### src/rtl/result_wb_pipe_if.sv
// result_wb_pipe_if: issue, result-delivery, forwarding and writeback bundle
// for one execution pipe's result_wb_pipe instance.
interface result_wb_pipe_if #(
   parameter int unsigned REG_DATA_WD = 128,
   parameter int unsigned ADDR_WD     = 7
);
   logic                   issue_vld;
   logic [ADDR_WD-1:0]     issue_rt_addr;
   logic [2:0]             issue_idx;
   logic                   flush;

   logic                   res_vld_l2, res_vld_l3, res_vld_l4, res_vld_l6, res_vld_l7;
   logic [REG_DATA_WD-1:0] res_data_l2, res_data_l3, res_data_l4, res_data_l6, res_data_l7;

   logic [ADDR_WD-1:0]     rf_addr_s2, rf_addr_s3, rf_addr_s4, rf_addr_s5, rf_addr_s6, rf_addr_s7;
   logic [REG_DATA_WD-1:0] rf_data_s2, rf_data_s3, rf_data_s4, rf_data_s5, rf_data_s6, rf_data_s7;
   logic [2:0]             rf_idx_s2, rf_idx_s3, rf_idx_s4, rf_idx_s5, rf_idx_s6, rf_idx_s7;

   logic                   rf_we_wb;
   logic [ADDR_WD-1:0]     rf_addr_wb;
   logic [REG_DATA_WD-1:0] rf_data_wb;
   logic                   err_missing;
   logic                   err_orphan;

   modport master (
      output issue_vld, issue_rt_addr, issue_idx, flush,
      output res_vld_l2, res_vld_l3, res_vld_l4, res_vld_l6, res_vld_l7,
      output res_data_l2, res_data_l3, res_data_l4, res_data_l6, res_data_l7,
      input  rf_addr_s2, rf_addr_s3, rf_addr_s4, rf_addr_s5, rf_addr_s6, rf_addr_s7,
      input  rf_data_s2, rf_data_s3, rf_data_s4, rf_data_s5, rf_data_s6, rf_data_s7,
      input  rf_idx_s2, rf_idx_s3, rf_idx_s4, rf_idx_s5, rf_idx_s6, rf_idx_s7,
      input  rf_we_wb, rf_addr_wb, rf_data_wb, err_missing, err_orphan
   );

   modport slave (
      input  issue_vld, issue_rt_addr, issue_idx, flush,
      input  res_vld_l2, res_vld_l3, res_vld_l4, res_vld_l6, res_vld_l7,
      input  res_data_l2, res_data_l3, res_data_l4, res_data_l6, res_data_l7,
      output rf_addr_s2, rf_addr_s3, rf_addr_s4, rf_addr_s5, rf_addr_s6, rf_addr_s7,
      output rf_data_s2, rf_data_s3, rf_data_s4, rf_data_s5, rf_data_s6, rf_data_s7,
      output rf_idx_s2, rf_idx_s3, rf_idx_s4, rf_idx_s5, rf_idx_s6, rf_idx_s7,
      output rf_we_wb, rf_addr_wb, rf_data_wb, err_missing, err_orphan
   );
endinterface

### src/rtl/result_wb_pipe.sv
// result_wb_pipe: carries issued destinations down s1..s7 into writeback,
// captures unit results at their fixed latency and publishes per-stage
// address/data/index for forwarding.
// Optional macro RESULT_WB_PIPE_CHECK_EN: adds got tracking plus sticky
// err_missing / err_orphan flags; without it writeback ignores delivery.
module result_wb_pipe #(
   parameter int unsigned REG_DATA_WD  = 128,
   parameter int unsigned ADDR_WD      = 7,
   parameter int unsigned FLUSH_STAGES = 3
) (
   input  logic            clk,
   input  logic            rst,
   result_wb_pipe_if.slave bus
);

   function automatic int unsigned lat_of(input logic [2:0] idx);
      case (idx)
         3'd1:    return 2;
         3'd2:    return 3;
         3'd3:    return 6;
         3'd4:    return 3;
         3'd5:    return 4;
         3'd6:    return 6;
         3'd7:    return 7;
         default: return 0;
      endcase
   endfunction

   logic [ADDR_WD-1:0]     addr_q [1:7];
   logic [2:0]             idx_q  [1:7];
   logic [REG_DATA_WD-1:0] data_q [1:7];
   logic [ADDR_WD-1:0]     addr_d [1:7];
   logic [2:0]             idx_d  [1:7];
   logic [REG_DATA_WD-1:0] data_d [1:7];

   logic [7:0]             vld_by_lat;
   logic [REG_DATA_WD-1:0] data_by_lat [0:7];
   logic [2:0]             src, dst;
   logic                   cap, kill;

   logic                   we_d, we_q;
   logic [ADDR_WD-1:0]     wb_addr_q;
   logic [REG_DATA_WD-1:0] wb_data_q;

`ifdef RESULT_WB_PIPE_CHECK_EN
   // kidx remembers the unit index of a flushed entry so its late result is
   // recognised as expected rather than orphaned
   logic                   got_q  [1:7];
   logic                   got_d  [1:7];
   logic [2:0]             kidx_q [1:7];
   logic [2:0]             kidx_d [1:7];
   logic                   missing_d, missing_q;
   logic                   orphan_d, orphan_q;
`endif

   // next-state of every stage: shift, latency-exact capture, flush kill
   always_comb begin
      vld_by_lat     = '0;
      vld_by_lat[2]  = bus.res_vld_l2;
      vld_by_lat[3]  = bus.res_vld_l3;
      vld_by_lat[4]  = bus.res_vld_l4;
      vld_by_lat[6]  = bus.res_vld_l6;
      vld_by_lat[7]  = bus.res_vld_l7;
      data_by_lat[0] = '0;
      data_by_lat[1] = '0;
      data_by_lat[2] = bus.res_data_l2;
      data_by_lat[3] = bus.res_data_l3;
      data_by_lat[4] = bus.res_data_l4;
      data_by_lat[5] = '0;
      data_by_lat[6] = bus.res_data_l6;
      data_by_lat[7] = bus.res_data_l7;
      src  = '0;
      dst  = '0;
      cap  = 1'b0;
      kill = 1'b0;

      addr_d[1] = '0;
      idx_d[1]  = '0;
      data_d[1] = '0;
      if (bus.issue_vld && !bus.flush) begin
         addr_d[1] = bus.issue_rt_addr;
         idx_d[1]  = bus.issue_idx;
      end
`ifdef RESULT_WB_PIPE_CHECK_EN
      got_d[1]  = 1'b0;
      kidx_d[1] = (bus.issue_vld && bus.flush) ? bus.issue_idx : '0;
      missing_d = missing_q;
      orphan_d  = orphan_q;
`endif

      for (int unsigned k = 1; k < 7; k++) begin
         src  = 3'(k);
         dst  = 3'(k + 1);
         cap  = (lat_of(idx_q[src]) == k + 1) && vld_by_lat[dst];
         kill = bus.flush && (k + 1 <= FLUSH_STAGES);
         addr_d[dst] = kill ? '0 : addr_q[src];
         idx_d[dst]  = kill ? '0 : idx_q[src];
         data_d[dst] = kill ? '0 : (cap ? data_by_lat[dst] : data_q[src]);
`ifdef RESULT_WB_PIPE_CHECK_EN
         got_d[dst]  = !kill && (got_q[src] || cap);
         kidx_d[dst] = (kill && idx_q[src] != '0) ? idx_q[src] : kidx_q[src];
         if (!kill && lat_of(idx_q[src]) == k + 1 && !vld_by_lat[dst])
            missing_d = 1'b1;
         if (vld_by_lat[dst] && lat_of(idx_q[src]) != k + 1 &&
             lat_of(kidx_q[src]) != k + 1)
            orphan_d = 1'b1;
`endif
      end

      we_d = (idx_q[7] != '0);
`ifdef RESULT_WB_PIPE_CHECK_EN
      we_d = we_d && got_q[7];
`endif
   end

   // stage and writeback registers
   always_ff @(posedge clk) begin
      if (rst) begin
         addr_q    <= '{default: '0};
         idx_q     <= '{default: '0};
         data_q    <= '{default: '0};
         we_q      <= 1'b0;
         wb_addr_q <= '0;
         wb_data_q <= '0;
      end else begin
         addr_q    <= addr_d;
         idx_q     <= idx_d;
         data_q    <= data_d;
         we_q      <= we_d;
         wb_addr_q <= we_d ? addr_q[7] : '0;
         wb_data_q <= we_d ? data_q[7] : '0;
      end
   end

`ifdef RESULT_WB_PIPE_CHECK_EN
   // delivery tracking and sticky error flags
   always_ff @(posedge clk) begin
      if (rst) begin
         got_q     <= '{default: 1'b0};
         kidx_q    <= '{default: '0};
         missing_q <= 1'b0;
         orphan_q  <= 1'b0;
      end else begin
         got_q     <= got_d;
         kidx_q    <= kidx_d;
         missing_q <= missing_d;
         orphan_q  <= orphan_d;
      end
   end

   assign bus.err_missing = missing_q;
   assign bus.err_orphan  = orphan_q;
`else
   assign bus.err_missing = 1'b0;
   assign bus.err_orphan  = 1'b0;
`endif

   assign bus.rf_addr_s2 = addr_q[2];
   assign bus.rf_addr_s3 = addr_q[3];
   assign bus.rf_addr_s4 = addr_q[4];
   assign bus.rf_addr_s5 = addr_q[5];
   assign bus.rf_addr_s6 = addr_q[6];
   assign bus.rf_addr_s7 = addr_q[7];
   assign bus.rf_data_s2 = data_q[2];
   assign bus.rf_data_s3 = data_q[3];
   assign bus.rf_data_s4 = data_q[4];
   assign bus.rf_data_s5 = data_q[5];
   assign bus.rf_data_s6 = data_q[6];
   assign bus.rf_data_s7 = data_q[7];
   assign bus.rf_idx_s2  = idx_q[2];
   assign bus.rf_idx_s3  = idx_q[3];
   assign bus.rf_idx_s4  = idx_q[4];
   assign bus.rf_idx_s5  = idx_q[5];
   assign bus.rf_idx_s6  = idx_q[6];
   assign bus.rf_idx_s7  = idx_q[7];
   assign bus.rf_we_wb   = we_q;
   assign bus.rf_addr_wb = wb_addr_q;
   assign bus.rf_data_wb = wb_data_q;

endmodule

### src/flat_wrapper.sv
// flat-port wrapper written by rule: the top's interface ports become plain ports
module result_wb_pipe_flat 
#(
   parameter int unsigned REG_DATA_WD  = 128,
   parameter int unsigned ADDR_WD      = 7,
   parameter int unsigned FLUSH_STAGES = 3
)
  (clk, rst, bus_issue_vld, bus_issue_rt_addr, bus_issue_idx, bus_flush, bus_res_vld_l2, bus_res_vld_l3, bus_res_vld_l4, bus_res_vld_l6, bus_res_vld_l7, bus_res_data_l2, bus_res_data_l3, bus_res_data_l4, bus_res_data_l6, bus_res_data_l7, bus_rf_addr_s2, bus_rf_addr_s3, bus_rf_addr_s4, bus_rf_addr_s5, bus_rf_addr_s6, bus_rf_addr_s7, bus_rf_data_s2, bus_rf_data_s3, bus_rf_data_s4, bus_rf_data_s5, bus_rf_data_s6, bus_rf_data_s7, bus_rf_idx_s2, bus_rf_idx_s3, bus_rf_idx_s4, bus_rf_idx_s5, bus_rf_idx_s6, bus_rf_idx_s7, bus_rf_we_wb, bus_rf_addr_wb, bus_rf_data_wb, bus_err_missing, bus_err_orphan);
  result_wb_pipe_if #(.REG_DATA_WD(REG_DATA_WD), .ADDR_WD(ADDR_WD)) bus_i ();
  input  logic clk;
  input  logic rst;
  input wire logic [$bits(bus_i.issue_vld)-1:0] bus_issue_vld;
  input wire logic [$bits(bus_i.issue_rt_addr)-1:0] bus_issue_rt_addr;
  input wire logic [$bits(bus_i.issue_idx)-1:0] bus_issue_idx;
  input wire logic [$bits(bus_i.flush)-1:0] bus_flush;
  input wire logic [$bits(bus_i.res_vld_l2)-1:0] bus_res_vld_l2;
  input wire logic [$bits(bus_i.res_vld_l3)-1:0] bus_res_vld_l3;
  input wire logic [$bits(bus_i.res_vld_l4)-1:0] bus_res_vld_l4;
  input wire logic [$bits(bus_i.res_vld_l6)-1:0] bus_res_vld_l6;
  input wire logic [$bits(bus_i.res_vld_l7)-1:0] bus_res_vld_l7;
  input wire logic [$bits(bus_i.res_data_l2)-1:0] bus_res_data_l2;
  input wire logic [$bits(bus_i.res_data_l3)-1:0] bus_res_data_l3;
  input wire logic [$bits(bus_i.res_data_l4)-1:0] bus_res_data_l4;
  input wire logic [$bits(bus_i.res_data_l6)-1:0] bus_res_data_l6;
  input wire logic [$bits(bus_i.res_data_l7)-1:0] bus_res_data_l7;
  output wire logic [$bits(bus_i.rf_addr_s2)-1:0] bus_rf_addr_s2;
  output wire logic [$bits(bus_i.rf_addr_s3)-1:0] bus_rf_addr_s3;
  output wire logic [$bits(bus_i.rf_addr_s4)-1:0] bus_rf_addr_s4;
  output wire logic [$bits(bus_i.rf_addr_s5)-1:0] bus_rf_addr_s5;
  output wire logic [$bits(bus_i.rf_addr_s6)-1:0] bus_rf_addr_s6;
  output wire logic [$bits(bus_i.rf_addr_s7)-1:0] bus_rf_addr_s7;
  output wire logic [$bits(bus_i.rf_data_s2)-1:0] bus_rf_data_s2;
  output wire logic [$bits(bus_i.rf_data_s3)-1:0] bus_rf_data_s3;
  output wire logic [$bits(bus_i.rf_data_s4)-1:0] bus_rf_data_s4;
  output wire logic [$bits(bus_i.rf_data_s5)-1:0] bus_rf_data_s5;
  output wire logic [$bits(bus_i.rf_data_s6)-1:0] bus_rf_data_s6;
  output wire logic [$bits(bus_i.rf_data_s7)-1:0] bus_rf_data_s7;
  output wire logic [$bits(bus_i.rf_idx_s2)-1:0] bus_rf_idx_s2;
  output wire logic [$bits(bus_i.rf_idx_s3)-1:0] bus_rf_idx_s3;
  output wire logic [$bits(bus_i.rf_idx_s4)-1:0] bus_rf_idx_s4;
  output wire logic [$bits(bus_i.rf_idx_s5)-1:0] bus_rf_idx_s5;
  output wire logic [$bits(bus_i.rf_idx_s6)-1:0] bus_rf_idx_s6;
  output wire logic [$bits(bus_i.rf_idx_s7)-1:0] bus_rf_idx_s7;
  output wire logic [$bits(bus_i.rf_we_wb)-1:0] bus_rf_we_wb;
  output wire logic [$bits(bus_i.rf_addr_wb)-1:0] bus_rf_addr_wb;
  output wire logic [$bits(bus_i.rf_data_wb)-1:0] bus_rf_data_wb;
  output wire logic [$bits(bus_i.err_missing)-1:0] bus_err_missing;
  output wire logic [$bits(bus_i.err_orphan)-1:0] bus_err_orphan;
  assign bus_i.issue_vld = bus_issue_vld;
  assign bus_i.issue_rt_addr = bus_issue_rt_addr;
  assign bus_i.issue_idx = bus_issue_idx;
  assign bus_i.flush = bus_flush;
  assign bus_i.res_vld_l2 = bus_res_vld_l2;
  assign bus_i.res_vld_l3 = bus_res_vld_l3;
  assign bus_i.res_vld_l4 = bus_res_vld_l4;
  assign bus_i.res_vld_l6 = bus_res_vld_l6;
  assign bus_i.res_vld_l7 = bus_res_vld_l7;
  assign bus_i.res_data_l2 = bus_res_data_l2;
  assign bus_i.res_data_l3 = bus_res_data_l3;
  assign bus_i.res_data_l4 = bus_res_data_l4;
  assign bus_i.res_data_l6 = bus_res_data_l6;
  assign bus_i.res_data_l7 = bus_res_data_l7;
  assign bus_rf_addr_s2 = bus_i.rf_addr_s2;
  assign bus_rf_addr_s3 = bus_i.rf_addr_s3;
  assign bus_rf_addr_s4 = bus_i.rf_addr_s4;
  assign bus_rf_addr_s5 = bus_i.rf_addr_s5;
  assign bus_rf_addr_s6 = bus_i.rf_addr_s6;
  assign bus_rf_addr_s7 = bus_i.rf_addr_s7;
  assign bus_rf_data_s2 = bus_i.rf_data_s2;
  assign bus_rf_data_s3 = bus_i.rf_data_s3;
  assign bus_rf_data_s4 = bus_i.rf_data_s4;
  assign bus_rf_data_s5 = bus_i.rf_data_s5;
  assign bus_rf_data_s6 = bus_i.rf_data_s6;
  assign bus_rf_data_s7 = bus_i.rf_data_s7;
  assign bus_rf_idx_s2 = bus_i.rf_idx_s2;
  assign bus_rf_idx_s3 = bus_i.rf_idx_s3;
  assign bus_rf_idx_s4 = bus_i.rf_idx_s4;
  assign bus_rf_idx_s5 = bus_i.rf_idx_s5;
  assign bus_rf_idx_s6 = bus_i.rf_idx_s6;
  assign bus_rf_idx_s7 = bus_i.rf_idx_s7;
  assign bus_rf_we_wb = bus_i.rf_we_wb;
  assign bus_rf_addr_wb = bus_i.rf_addr_wb;
  assign bus_rf_data_wb = bus_i.rf_data_wb;
  assign bus_err_missing = bus_i.err_missing;
  assign bus_err_orphan = bus_i.err_orphan;
  result_wb_pipe #(.REG_DATA_WD(REG_DATA_WD), .ADDR_WD(ADDR_WD), .FLUSH_STAGES(FLUSH_STAGES)) u_core (.clk(clk), .rst(rst), .bus(bus_i));
endmodule
### config.mk
export PLATFORM = sky130hd
export DESIGN_NAME = result_wb_pipe_flat
export DESIGN_NICKNAME = d
export VERILOG_FILES = /design/src/rtl/result_wb_pipe_if.sv /design/src/rtl/result_wb_pipe.sv /design/src/flat_wrapper.sv
export SDC_FILE = /design/constraint.sdc
export NUM_CORES = 1
export LEC_CHECK = 0
export ABC_AREA = 0
export BUFFER_PORTS_ARGS = -buffer_cell sky130_fd_sc_hd__buf_2
export CAP_MARGIN = 5
export CORE_AREA = 5 5 636 638
export CTS_CLUSTER_DIAMETER = 150
export DETAILED_ROUTE_END_ITERATION = 7
export DIE_AREA = 0 0 641 643
export GPL_ROUTABILITY_DRIVEN = 0
export SLEW_MARGIN = 20
export SYNTH_ARGS = -nofsm -noshare
export SYNTH_HDL_FRONTEND = slang
export SYNTH_SLANG_ARGS = --single-unit
### constraint.sdc
create_clock -name clk -period 1.5 [get_ports clk]
set_input_delay 0.15 -clock clk [delete_from_list [all_inputs] [get_ports clk]]
set_output_delay 0.15 -clock clk [all_outputs]
set_load 0.03 [all_outputs]
==> impl_metrics.yaml <==
sta:
  rsz0062_at_grt: "true"
  clock.fmax_mhz: 541.0
  clock_skew_ns: 0.07680
  fin_crit_ns: 1.848
  fin_crit_sh_pct: 123.2
  fin_ws_ns: -0.3484
  worst_pin_slew_ns: 0.5392
  final_hold_viol_count: 0
  hold_slack_ns: 0.02948
  setup_violations: 1159
  slew_violations: 0
  relSlewSlack_pct: 64.05
  tns_ns: -105.01
critical_path:
  crit_chain: "nand4_1, buf_4, buf_12, buf_6, nand2_1, a21oi_2, buf_4"
  crit_type: "reg2reg"
  cpMostUsedCell: "buf_4"
  cp-start-kind: "register"
  arrival_ns: 2.65
  slowest_stage: "a21oi_2"
  cp_max_fo: 4
  slowest_delay_ns: 0.45
  crit_required_ns: 2.30
  crit_path_end_kind: "register"
power:
  p_per_area_nw_per_um2: 795.3
  peakVddDrop_v: 0.001050
  power_w: 0.06299
  power.leakage_nw: 31.07
finish:
  fin_nets: 6981
  syn_to_final_growth_pct: 136.0
  drive_above_1_share_pct: 55.50
  n_fill_cell: 42150
  fin_util_pct: 19.90
  final_area_sq_um: 79200
yosys:
  synth_warnings: 0
  synth-seq-cells: 974
  ys.flop_type: "dfxtp_1"
  yosysSeqAreaShare_pct: 58.11
  synthTopCellsByCount: "974 x dfxtp_1, 768 x nand2_1, 283 x and2_1"
  synthArstFlopShare_pct: 0
  netlist-cell-type-count: 27
  synth_top_area_share_pct: 58.11
  yosysMostFrequentCell: "dfxtp_1"
  syn_area_sq_um: 33560
  syn_avg_cell_area_sq_um: 9.884
  synth_cells: 3395
  synth_edf_count: 0
  synth_area_leaders: "dfxtp_1 58%, nand2_1 8.6%, mux2i_1 7.6%"
  synth_top_cell_by_area: "dfxtp_1"
clocking:
  insertion_delay_ns: 0.91
  cts_buffers: 125
  cts_root_buf: "clkbuf_16"
  cts_buffer_depth: 4
  path_clk_slew_ns: 0.06
  cts_tree: "done"
  htree_levels: 3
  cts.sinks: 974
floorplan:
  die_x_um: 641
  core_sq_um: 398000
  fp.dieH_um: 643
  io_pins: 1625
  rows: 232
  dieArea_sq_um: 412200
  initial_core_util_pct: 8.432
worst_hold_path:
  hold_class: "in2reg"
placement:
  post-dp-hpwl_mm: 304.3
  port_buffers: 1622
  post_dp_cell_area_sq_um: 47820
route:
  drt_iter0_drc: 4075
  wirelength_mm: 386.5
  wl_per_cell_um: 32.69
  via_count: 39780
  first_pass_iters: 6
  ant_nets: 0
  vias_per_cell: 3.365
  drc: 28
grt:
  grt_pass1_wl_mm: 451.5
  antenna_found_initial: 173
  grt.total_usage_pct: 17.08
  grt_remaining_overflow: 0
  grt_pass1_vias: 39840
  grt_max_degree: 86
run:
  maxCapViolations: 0
status:
  violations: "DRC, setup timing"
  status: "complete, but fails checks"
-- kinds of logic (layout without fill, tap and decap cells) --
kind of cell | count (synthesis) | count (layout) | synth area share [%]
and+or+nand+nor | 1496 | 1496 | 22.22
DFF | 974 | 974 | 58.11
buffers and inverters | 410 | 3437 | 8.158
AOI/OAI and AO/OA | 256 | 256 | 3.818
muxes | 256 | 256 | 7.636
xor gates and xnor gates | 2 | 2 | 0.05221
other | 1 | 136 | 0.01117
-- cell type report --
| cell class | instances | area, sq um | area share [%] |
|---|---|---|---|
| Timing Repair Buffer | 3209 | 33980 | 42.90 |
| Clock inverter | 67 | 854.6 | 1.079 |
| Tap cell | 5265 | 6588 | 8.317 |
| Multi-Input combinational cell | 2012 | 12210 | 15.42 |
| Antenna cell | 134 | 335.3 | 0.4234 |
| Sequential cell | 974 | 21730 | 27.44 |
| Clock buffer | 161 | 3505 | 4.425 |
-- placed cells by master (no fill, tap or decap), types with 17 or more instances in the layout --
cell type      instances
dlygate4sd3_1       1028
nand2_1              702
buf_2                657
buf_6                604
dfxtp_2              553
dfxtp_4              410
buf_12               373
buf_4                365
and2_1               266
nand2b_1             256
mux2i_1              225
a21oi_1              173
nor2b_1              168
clkbuf_16            157
diode_2              134
buf_8                123
a21oi_2               82
nand2_2               39
buf_16                28
nand2_4               26
mux2i_2               24
clkbuf_8              22
and2_4                17
clkinv_2              17
-- layer usage --
metal	up-vias	part of all wire (%)	global-route usage, %
met5	-	0.12	0
met4	48	8.1	10.66
met3	1205	13	9.035
met2	3211	42	25.65
met1	18790	37	18.88
li1	16530	-	-
-- power by group --
group	internal (W)	total [W]	switching (W)	leakage [nW]
Combinational	0.00288	0.00516	0.00227	20.5
Clock	0.0189	0.0326	0.0137	2.13
Sequential	0.0252	0.0252	0.0000584	8.46
-- path summary, 6_finish.rpt --
kind,cells after the start,slack [ns],to,startpoint
max reg2reg,7,-0.35,u_core.bus.rf_data_s7[2]$_SDFF_PP0_,u_core.bus.rf_idx_s6[0]$_SDFF_PP0_
min,6,0.03,u_core.bus.rf_data_s3[92]$_SDFF_PP0_,bus_flush
max,7,-0.35,u_core.bus.rf_data_s7[2]$_SDFF_PP0_,u_core.bus.rf_idx_s6[0]$_SDFF_PP0_
min reg2reg,1,0.43,u_core.bus.rf_addr_s2[2]$_SDFF_PP0_,u_core.addr_q[44]$_SDFF_PP0_
-- per-stage QoR --
step | worst slack [ns] | cells
3_3_place_gp | -0.1381 | 10080
6_report | -0.3484 | 11820
4_1_cts | -0.3665 | 11530
3_5_place_dp | -0.1559 | 10080
5_1_grt | -0.3250 | 11790
2_1_floorplan | 0.2027 | 3396
-- repair_timing --
item	in CTS	in global routing
setup buffers	183	121
hold endpoints to repair	775	120
resized for setup	3982	413
hold buffers	1027	2
pin swaps	1	70
setup endpoints to repair	1235	1506
cloned	15	42
-- state kept, by name (all words and copies together), names as in the netlist, 128 cells and up --
signal	cells
u_core.bus.rf_data_s2	128
u_core.bus.rf_data_s3	128
u_core.bus.rf_data_s4	128
u_core.bus.rf_data_s5	128
u_core.bus.rf_data_s6	128
u_core.bus.rf_data_s7	128
u_core.bus.rf_data_wb	128
-- worst max-delay path, delay by kind of cell (launching register included) --
kind | cells | cell delay [ns]
AOI/OAI and AO/OA | 1 | 0.45
buffers and inverters | 4 | 0.70
DFF | 1 | 0.34
and+or+nand+nor | 2 | 0.25
Note: power is estimated with default switching activity, not from simulation.
